[src/rtl/pa_clic_pkg.sv]
// Shared constants for the CLIC priority arbiter: FSM state encoding and default sizing.
package pa_clic_pkg;

    localparam logic [1:0] ST_IDLE = 2'b00;
    localparam logic [1:0] ST_SCAN = 2'b01;
    localparam logic [1:0] ST_DONE = 2'b10;

    localparam int DEF_SEL_NUM   = 64;
    localparam int DEF_CTL_WIDTH = 8;
    localparam int DEF_GRP_NUM   = 8;
    localparam int DEF_ID_WIDTH  = 6;

endpackage

[src/rtl/pa_clic_arb_grp.sv]
// Combinational GRP_NUM-way maximum finder over one group of interrupt sources;
// equal levels resolve to the lowest local index.
module pa_clic_arb_grp #(
    parameter int CTL_WIDTH = 8,
    parameter int GRP_NUM   = 8,
    parameter int GID_W     = 3
) (
    input  logic [GRP_NUM-1:0]           grp_pending,
    input  logic [GRP_NUM-1:0]           grp_enable,
    input  logic [GRP_NUM*CTL_WIDTH-1:0] grp_ctl,
    input  logic [CTL_WIDTH-1:0]         int_thresh,
    output logic                         group_found,
    output logic [CTL_WIDTH-1:0]         group_level,
    output logic [GID_W-1:0]             group_idx
);

    always_comb begin
        group_found = 1'b0;
        group_level = '0;
        group_idx   = '0;
        for (int i = 0; i < GRP_NUM; i++) begin
            // Strict compare keeps the earlier index on equal levels.
            if (grp_pending[i] && grp_enable[i] &&
                (grp_ctl[i*CTL_WIDTH +: CTL_WIDTH] > int_thresh) &&
                (!group_found || (grp_ctl[i*CTL_WIDTH +: CTL_WIDTH] > group_level))) begin
                group_found = 1'b1;
                group_level = grp_ctl[i*CTL_WIDTH +: CTL_WIDTH];
                group_idx   = GID_W'(i);
            end
        end
    end

endmodule

[src/rtl/pa_clic_arb_scan.sv]
// Multi-cycle CLIC priority arbiter: scans one group per cycle, publishes a registered winner.
// Optional macro PA_CLIC_ARB_LOCK_EN: a held, unacked winner is only replaced by a strictly higher level.
module pa_clic_arb_scan
    import pa_clic_pkg::*;
#(
    parameter int SEL_NUM   = DEF_SEL_NUM,
    parameter int CTL_WIDTH = DEF_CTL_WIDTH,
    parameter int GRP_NUM   = DEF_GRP_NUM,
    parameter int ID_WIDTH  = DEF_ID_WIDTH
) (
    input  logic                         forever_cpuclk,
    input  logic                         cpurst_b,
    input  logic [SEL_NUM-1:0]           int_pending,
    input  logic [SEL_NUM-1:0]           int_enable,
    input  logic [CTL_WIDTH*SEL_NUM-1:0] int_ctl,
    input  logic [CTL_WIDTH-1:0]         int_thresh,
    input  logic                         arb_start,
    input  logic                         core_ack,
    output logic [SEL_NUM-1:0]           arb_sel_onehot,
    output logic [ID_WIDTH-1:0]          arb_id,
    output logic [CTL_WIDTH-1:0]         arb_level,
    output logic                         arb_vld,
    output logic                         arb_busy
);

    localparam int GRP_CNT = SEL_NUM / GRP_NUM;
    localparam int CNT_W   = (GRP_CNT > 1) ? $clog2(GRP_CNT) : 1;
    localparam int GID_W   = (GRP_NUM > 1) ? $clog2(GRP_NUM) : 1;
    localparam logic [CNT_W-1:0] LAST_GRP = CNT_W'(GRP_CNT - 1);

    logic [1:0]           state;
    logic [CNT_W-1:0]     grp_cnt;
    logic                 best_found;
    logic [CTL_WIDTH-1:0] best_level;
    logic [ID_WIDTH-1:0]  best_id;
    logic                 grp_found;
    logic [CTL_WIDTH-1:0] grp_level;
    logic [GID_W-1:0]     grp_idx;
    logic [ID_WIDTH-1:0]  grp_gid;
    logic                 grp_take;
    logic                 publish_ok;
    logic [SEL_NUM-1:0]   best_onehot;

    pa_clic_arb_grp #(
        .CTL_WIDTH (CTL_WIDTH),
        .GRP_NUM   (GRP_NUM),
        .GID_W     (GID_W)
    ) u_grp (
        .grp_pending (int_pending[int'(grp_cnt)*GRP_NUM +: GRP_NUM]),
        .grp_enable  (int_enable[int'(grp_cnt)*GRP_NUM +: GRP_NUM]),
        .grp_ctl     (int_ctl[int'(grp_cnt)*GRP_NUM*CTL_WIDTH +: GRP_NUM*CTL_WIDTH]),
        .int_thresh  (int_thresh),
        .group_found (grp_found),
        .group_level (grp_level),
        .group_idx   (grp_idx)
    );

    assign grp_gid  = ID_WIDTH'(int'(grp_cnt) * GRP_NUM + int'(grp_idx));
    // Across groups only a strictly higher level displaces the earlier winner.
    assign grp_take = (state == ST_SCAN) && !arb_start && grp_found &&
                      (!best_found || (grp_level > best_level));
    assign best_onehot = best_found ? (SEL_NUM'(1) << best_id) : '0;
    assign arb_busy    = (state != ST_IDLE);

`ifdef PA_CLIC_ARB_LOCK_EN
    assign publish_ok = !arb_vld || (best_found && (best_level > arb_level));
`else
    assign publish_ok = 1'b1;
`endif

    always_ff @(posedge forever_cpuclk or negedge cpurst_b) begin
        if (!cpurst_b) begin
            state      <= ST_IDLE;
            grp_cnt    <= '0;
            best_found <= 1'b0;
        end else if (arb_start) begin
            // Start (or restart from SCAN/DONE) always begins at group 0 with no candidate.
            state      <= ST_SCAN;
            grp_cnt    <= '0;
            best_found <= 1'b0;
        end else begin
            case (state)
                ST_SCAN: begin
                    if (grp_take)
                        best_found <= 1'b1;
                    if (grp_cnt == LAST_GRP)
                        state <= ST_DONE;
                    else
                        grp_cnt <= grp_cnt + 1'b1;
                end
                ST_DONE: state <= ST_IDLE;
                default: state <= ST_IDLE;
            endcase
        end
    end

    always_ff @(posedge forever_cpuclk) begin
        if (arb_start) begin
            best_level <= '0;
            best_id    <= '0;
        end else if (grp_take) begin
            best_level <= grp_level;
            best_id    <= grp_gid;
        end
    end

    // Publish in DONE wins over a same-cycle ack, which is then dropped.
    always_ff @(posedge forever_cpuclk or negedge cpurst_b) begin
        if (!cpurst_b) begin
            arb_vld        <= 1'b0;
            arb_sel_onehot <= '0;
            arb_id         <= '0;
            arb_level      <= '0;
        end else if (state == ST_DONE) begin
            if (publish_ok) begin
                arb_vld        <= best_found;
                arb_sel_onehot <= best_onehot;
                arb_id         <= best_id;
                arb_level      <= best_level;
            end
        end else if (core_ack && arb_vld) begin
            arb_vld        <= 1'b0;
            arb_sel_onehot <= '0;
        end
    end

endmodule

[config.mk]
export PLATFORM = sky130hd
export DESIGN_NAME = pa_clic_arb_scan
export DESIGN_NICKNAME = d
export VERILOG_FILES = /design/src/rtl/pa_clic_pkg.sv /design/src/rtl/pa_clic_arb_grp.sv /design/src/rtl/pa_clic_arb_scan.sv
export SDC_FILE = /design/constraint.sdc
export NUM_CORES = 1
export LEC_CHECK = 0
export ABC_AREA = 1
export CELL_PAD_IN_SITES_DETAIL_PLACEMENT = 1
export CELL_PAD_IN_SITES_GLOBAL_PLACEMENT = 2
export CORE_AREA = 2 2 285 287
export CTS_BUF_LIST = sky130_fd_sc_hd__clkbuf_2
export CTS_CLUSTER_DIAMETER = 100
export DETAILED_ROUTE_END_ITERATION = 12
export DIE_AREA = 0 0 287 289
export GPL_ROUTABILITY_DRIVEN = 1
export PLACE_DENSITY_LB_ADDON = 0.25
export SYNTH_ARGS = -nofsm -noshare
export SYNTH_HDL_FRONTEND = slang
export SYNTH_SLANG_ARGS = --single-unit
export TNS_END_PERCENT = 100
[constraint.sdc]
create_clock -name forever_cpuclk -period 17.66 [get_ports forever_cpuclk]
set_clock_uncertainty 0.1 [all_clocks]
set_input_delay 2.649 -clock forever_cpuclk [delete_from_list [all_inputs] [get_ports forever_cpuclk]]
set_output_delay 2.649 -clock forever_cpuclk [all_outputs]
set_load 0.02 [all_outputs]
* Word-level counts from Yosys, hierarchy flattened *
Cells that the tools add are included.

word-level totals
  bits in registers = 99
  input port bits = 652
  logic and storage cells = 123

operators by class
  add/subtract/negate cells = 2
  order comparisons = 16
  eq/ne operators = 5
  shift-type cells = 4
  multiplexer cells = 37
  reductions and logical operators = 50

operators by type and width
  operator                count
  $shiftx A512 B10 Y64    1
  $mux W64                3
  $gt A8 B8 Y1            16
  $shiftx A64 B7 Y8       2
  $mux W8                 8
  $shl A1 B6 Y64 const A  1
  $logic_and A1 B1 Y1     27
  $mux W3                 7
  $mux W1                 14
  $mux W2                 5
  $logic_not A1 Y1        9
  $logic_or A1 B1 Y1      8
  $reduce_bool A2 Y1      4
  $add A6 B3 Y6           1
  $reduce_and A2 Y1       2
  $add A3 B1 Y3 const B   1
  $eq A3 B3 Y1 const B    1
  $ne A3 B2 Y1 const B    1
  $eq A2 B1 Y1 const B    1
  $eq A2 B2 Y1 const B    1
  $ne A2 B2 Y1 const B    1

* Longest topological paths before layout *
Gate-level depths: netlist of run 1.

  depth after elaboration = 38
  gate-level depth with buffers = 118
  depth with buffers taken out = 112

* Hierarchy *
From an unflattened synthesis of run 1, not the netlist that was laid out.

unflattened totals
  cell total of the unflattened synthesis = 2,287
  area total of the unflattened synthesis = 13,496.7 um^2

by module, submodules not included
  module            times used  cells an instance  area each (um^2)  seq. area each (um^2)
  pa_clic_arb_scan  1           1,645              9,572.9           2,407.3
  pa_clic_arb_grp   1           642                3,923.8           0.0

* Least setup slack after synthesis of run 1 *
OpenSTA, ideal clock, no wires.

  path type = input to register
  start point = in int_ctl[327]
  end point = reg best_level[2]
  setup time = 0.109 ns
  arrival time = 13.866 ns
  slack = 3.585 ns
  cell stages on the path = 100
  buffers on the path = 4
  cells stage by stage = o21ai_0 o22ai_1 nand2_1 nand2_1 ha_1 nand2_1 nor2_1 nand2_1 nand2_1 nand2_1 nor2_2 nand2_1 ha_1 a21o_1 a21oi_1 nand2_1 nand2_1 nand3_2 (+64 left out) nand2_1 inv_1 nand2_1 and2_1 ha_1 inv_1 a21oi_1 o21ai_0 nand2_1 o211ai_1 o21ai_0 a21oi_1 nand2_4 inv_2 buf_6 nand3_1 nand2_1 inv_1

between the ends
  cells in the longest elaborated chain, start to end = 35
  elaborated cells on any way between the ends = 51
  classes of those cells = 9 x order compare; 1 x shift; 16 x mux; 25 x reduce/logical

ends and longest elaborated chain
  what                                                     line                     RTL
  start: declaration                                       pa_clic_arb_scan.sv:15   input logic [CTL_WIDTH*SEL_NUM-1:0] int_ctl,
  $shiftx A512 B10 Y64 *                                   pa_clic_arb_scan.sv:51   .grp_ctl (int_ctl[int'(grp_cnt)*GRP_NUM*CTL_WIDTH +: GRP_NUM*CTL_WIDTH]),
  $gt A8 B8 Y1                                             pa_clic_arb_grp.sv:24    (grp_ctl[i*CTL_WIDTH +: CTL_WIDTH] > int_thresh) &&
  $logic_and A1 B1 Y1                                      pa_clic_arb_grp.sv:23    if (grp_pending[i] && grp_enable[i] &&
  $mux W8 / $mux W1 (equally long branches)                pa_clic_arb_grp.sv:23
  $gt A8 B8 Y1 / $logic_not A1 Y1 (equally long branches)  pa_clic_arb_grp.sv:25    (!group_found || (grp_ctl[i*CTL_WIDTH +: CTL_WIDTH] > group_level))) begin
  $logic_or A1 B1 Y1                                       pa_clic_arb_grp.sv:25
  $logic_and A1 B1 Y1                                      pa_clic_arb_grp.sv:24
  $mux W8 / $mux W1 (equally long branches)                pa_clic_arb_grp.sv:23
  (+19 left out)                                           -
  $mux W8 / $mux W1 (equally long branches)                pa_clic_arb_grp.sv:23
  $gt A8 B8 Y1 / $logic_not A1 Y1 (equally long branches)  pa_clic_arb_grp.sv:25
  $logic_or A1 B1 Y1                                       pa_clic_arb_grp.sv:25
  $logic_and A1 B1 Y1                                      pa_clic_arb_grp.sv:24
  $mux W8                                                  pa_clic_arb_grp.sv:23
  $gt A8 B8 Y1                                             pa_clic_arb_scan.sv:61   (!best_found || (grp_level > best_level));
  $logic_or A1 B1 Y1                                       pa_clic_arb_scan.sv:61
  $logic_and A1 B1 Y1                                      pa_clic_arb_scan.sv:60   assign grp_take = (state == ST_SCAN) && !arb_start && grp_found &&
  end signal: assignment                                   pa_clic_arb_scan.sv:102  best_level <= grp_level;
  end: declaration                                         pa_clic_arb_scan.sv:34   logic [CTL_WIDTH-1:0] best_level;

Every way passes the cells marked *; elsewhere a longest branch is shown, timed or not.
A chain may end at the register's enable or synchronous reset.

* Worst setup path after layout of run 1 *
  start point = in int_ctl[391]
  end point = reg best_level[6]

between the ends
  cells in the longest elaborated chain, start to end = 35
  elaborated cells on any way between the ends = 51
  classes of those cells = 9 x order compare; 1 x shift; 16 x mux; 25 x reduce/logical

ends and longest elaborated chain
  what                                                     line                    RTL
  $shiftx A512 B10 Y64 *                                   pa_clic_arb_scan.sv:51
  $gt A8 B8 Y1                                             pa_clic_arb_grp.sv:24
  $logic_and A1 B1 Y1                                      pa_clic_arb_grp.sv:23
  $mux W8 / $mux W1 (equally long branches)                pa_clic_arb_grp.sv:23
  $gt A8 B8 Y1 / $logic_not A1 Y1 (equally long branches)  pa_clic_arb_grp.sv:25
  $logic_or A1 B1 Y1                                       pa_clic_arb_grp.sv:25
  $logic_and A1 B1 Y1                                      pa_clic_arb_grp.sv:24
  $mux W8 / $mux W1 (equally long branches)                pa_clic_arb_grp.sv:23
  (+20 left out)                                           -
  $gt A8 B8 Y1 / $logic_not A1 Y1 (equally long branches)  pa_clic_arb_grp.sv:25
  $logic_or A1 B1 Y1                                       pa_clic_arb_grp.sv:25
  $logic_and A1 B1 Y1                                      pa_clic_arb_grp.sv:24
  $mux W8 *                                                pa_clic_arb_grp.sv:23
  named net grp_level[3]                                   pa_clic_arb_scan.sv:37  logic [CTL_WIDTH-1:0] grp_level;
  $gt A8 B8 Y1 *                                           pa_clic_arb_scan.sv:61
  $logic_or A1 B1 Y1 *                                     pa_clic_arb_scan.sv:61
  $logic_and A1 B1 Y1 *                                    pa_clic_arb_scan.sv:60

The timed path passes the listed nets; every way through them passes the cells marked *.

==> results of run 1 <==
[report_power, final]
part | total, mW | internal [mW] | leakage [nW] | switching (mW)
registers | 0.302 | 0.256 | 1.28 | 0.0459
logic | 1.49 | 0.572 | 7.63 | 0.917
clock network | 0.123 | 0.0352 | 0.0711 | 0.0881
total | 1.91 | 0.863 | 8.99 | 1.05
[layer usage]
layer  vias up  routed length [um]  GRT usage
li1       8758                   -          -
met1      8582               37100      0.241
met2       451               44300      0.367
met3        60                4020     0.0327
met4        10                1420     0.0391
met5         -                  59          0
[stage by stage]
stage                util  area [um^2]
finish              0.271        21600
global route        0.270        21600
CTS                 0.269        21500
detailed placement  0.268        21400
global placement    0.268        21400
floorplan               -        13400
[repair_timing]
action                                  CTS  global route
hold endpoints to repair                  0             0
resized for setup                         0             9
setup buffers                             0             7
endpoints found under the setup margin    0            15
[logic make-up (layout without fill, tap and decap cells)]
| kind of cell | Yosys count | after routing | synth area share |
|---|---|---|---|
| and+or+nand+nor | 1045 | 1045 | 0.343 |
| DFF | 99 | 99 | 0.180 |
| adders and majority gates | 130 | 130 | 0.121 |
| buffers and inverters | 281 | 906 | 0.0996 |
| other | 0 | 8 | 0 |
| AOI/OAI and AO/OA | 627 | 627 | 0.256 |
[worst reg2reg max path, delay by kind of cell, from the launching register on]
kind,cells,cell delay [ps]
DFF,1,980
adders and majority gates,9,2440
AOI/OAI and AO/OA,31,4730
and+or+nand+nor,47,5320
buffers and inverters,9,1870
[cell usage in the layout (no fill, tap or decap), types with 4 or more instances in the layout]
| master | instances |
|---|---|
| dfrtp_1 | 82 |
| a21oi_1 | 69 |
| ha_1 | 130 |
| and2_1 | 18 |
| o21ai_1 | 65 |
| clkbuf_2 | 10 |
| nand2_2 | 10 |
| o21ai_0 | 334 |
| o211ai_1 | 10 |
| a31oi_1 | 23 |
| or2_1 | 4 |
| inv_2 | 6 |
| nand2_1 | 349 |
| o22ai_1 | 91 |
| nand4_1 | 25 |
| o21a_1 | 10 |
| inv_1 | 117 |
| nor2_1 | 376 |
| dfxtp_1 | 14 |
| nand2_4 | 5 |
| clkdlybuf4s50_1 | 730 |
| buf_4 | 31 |
| diode_2 | 8 |
| inv_4 | 4 |
| nand3_1 | 214 |
| nand3_2 | 29 |
| o221ai_1 | 9 |
[final cells by class]
| class | count | area, um^2 | area share |
|---|---|---|---|
| sequential | 99 | 2420 | 0.112 |
| clock buffer | 10 | 50.0 | 0.00232 |
| inverter | 129 | 502 | 0.0232 |
| multi-input combinational | 1802 | 9690 | 0.448 |
| clock inverter | 6 | 73.8 | 0.00341 |
| tap | 1060 | 1330 | 0.0614 |
| timing repair buffer | 761 | 7540 | 0.349 |
| antenna | 8 | 20.0 | 0.000926 |
[final timing paths]
kind | start | end | depth (start not counted)
setup reg to reg | grp_cnt[0] | best_level[6] | 96
max in group asynchronous | cpurst_b | arb_sel_onehot[16] | 2
setup / recovery | int_ctl[391] | best_level[6] | 96
hold / removal | best_id[5] | best_id[5] | 2
min in group asynchronous | cpurst_b | arb_vld | 1
hold reg to reg | best_id[5] | best_id[5] | 2
[flip-flops by register name (all words and copies together), names as in the netlist]
signal	flops
arb_sel_onehot	64
arb_level	8
best_level	8
arb_id	6
best_id	6
grp_cnt	3
state	2
arb_vld	1
best_found	1
==> run metrics, run 1 <==
Syn Nets 2,964; Residual DRC 0; die area 82,900 um^2; WL/cell 22.4 um; Worst-Skew Late Latency 670 ps; Max-Cap Viols 0; GR Overflow Total 0; FILL cells 9,927; top cells by area, synth dfrtp_1, o21ai_0, ha_1; Post-synth EDFFs 0; VDD IR max 0.0000295 V; DR vias/cell 4.61; Area Growth Syn to Fin 61.3%; distinct cell type count after synthesis 47; Nets 3,584; most frequent CP cell nand2_1; die width 287 um; layout cells sized above 1 0.0424; Rel. slew slack 0.276; async set-reset flop share out of synthesis 0.859; count of final setup violators 0; Die Y 289 um; Tot GR Track Use 0.199; drt initial violations 719; top cell type's share of synthesized area 0.159; IO buf count 731; crit share post-route 0.910; Slowest cell on crit path clkdlybuf4s50_1; global-route wire length before repair 124,000 um; reg2reg setup slack 2180 ps; Clk pin slew, worst setup/hold paths 300 ps; RSZ-0062 raised after global routing false; routability cong. 0.857; Gate Count Post-Synth 2,182; CP Buf/Inv Count 9; Post-Route WL 86,900 um; Fin. Hold Viols 0; CP startpoint kind input port; cts hold-fix bufs 0; HP Class register to register; root buf cell clkbuf_2; placeable core area 79,900 um^2; slowest cell delay on critical path 400 ps; setup TNS 0 ps; fin cells 3,875; Fmax achieved 62.2 MHz; vias 17,900; Max FO, Critical Path 18; crit path time final 16,070 ps; Worst path top cell family by delay simple AND/OR/NAND/NOR gates; placed cell count 3,844; First-pass DRT Iterations 4; dpl hpwl 71,800 um; pre-CTS setup slack 67.4 ps; CP Class input port to register; clock sink count 99; most common cell in the netlist nor2_1; Initial Util 0.168; Yosys top cell by area dfrtp_1; io pins 732; Syn. warnings 0; Fin Hold WS 426 ps; status completed; Pwr Density 88.6 nW/um^2; total power of the final layout 1.91 mW; Rows 104; Slew @ Worst Pin 1080 ps; mapped cell area 13,400 um^2; syn_area_per_cell 6.14 um^2; crit end category register; Pins Over Slew Limit 0; Crit path arrival time 16,550 ps; P_leak 8.99 nW; largest net degree at the start of global routing 126; vias in the first global route 19,100; commonest cells in the netlist nor2_1, nand2_1, o21ai_0; post-synthesis sequential area ratio 0.180; final setup margin 1590 ps; clk buf depth 2; TritonCTS clock tree done; ANT nets after route 0; CTS H-tree lvls 3; CTS Buf Count 9; top_reg_cell synth dfrtp_1; Worst EP required 18,140 ps; synthesis-stage register bit count 99; initial antenna violation count 12
No activity file was read; power rests on OpenSTA's default activity.
==> inputs of run 2 (changes only) <==
--- a/config.mk
+++ b/config.mk
@@ -6,6 +6,7 @@
 export NUM_CORES = 1
 export LEC_CHECK = 0
 export ABC_AREA = 1
+export CAP_MARGIN = 30
 export CELL_PAD_IN_SITES_DETAIL_PLACEMENT = 1
 export CELL_PAD_IN_SITES_GLOBAL_PLACEMENT = 2
 export CORE_AREA = 2 2 285 287
==> results of run 2 <==
The final DEF is identical to that of run 1; final timing and power are the same.
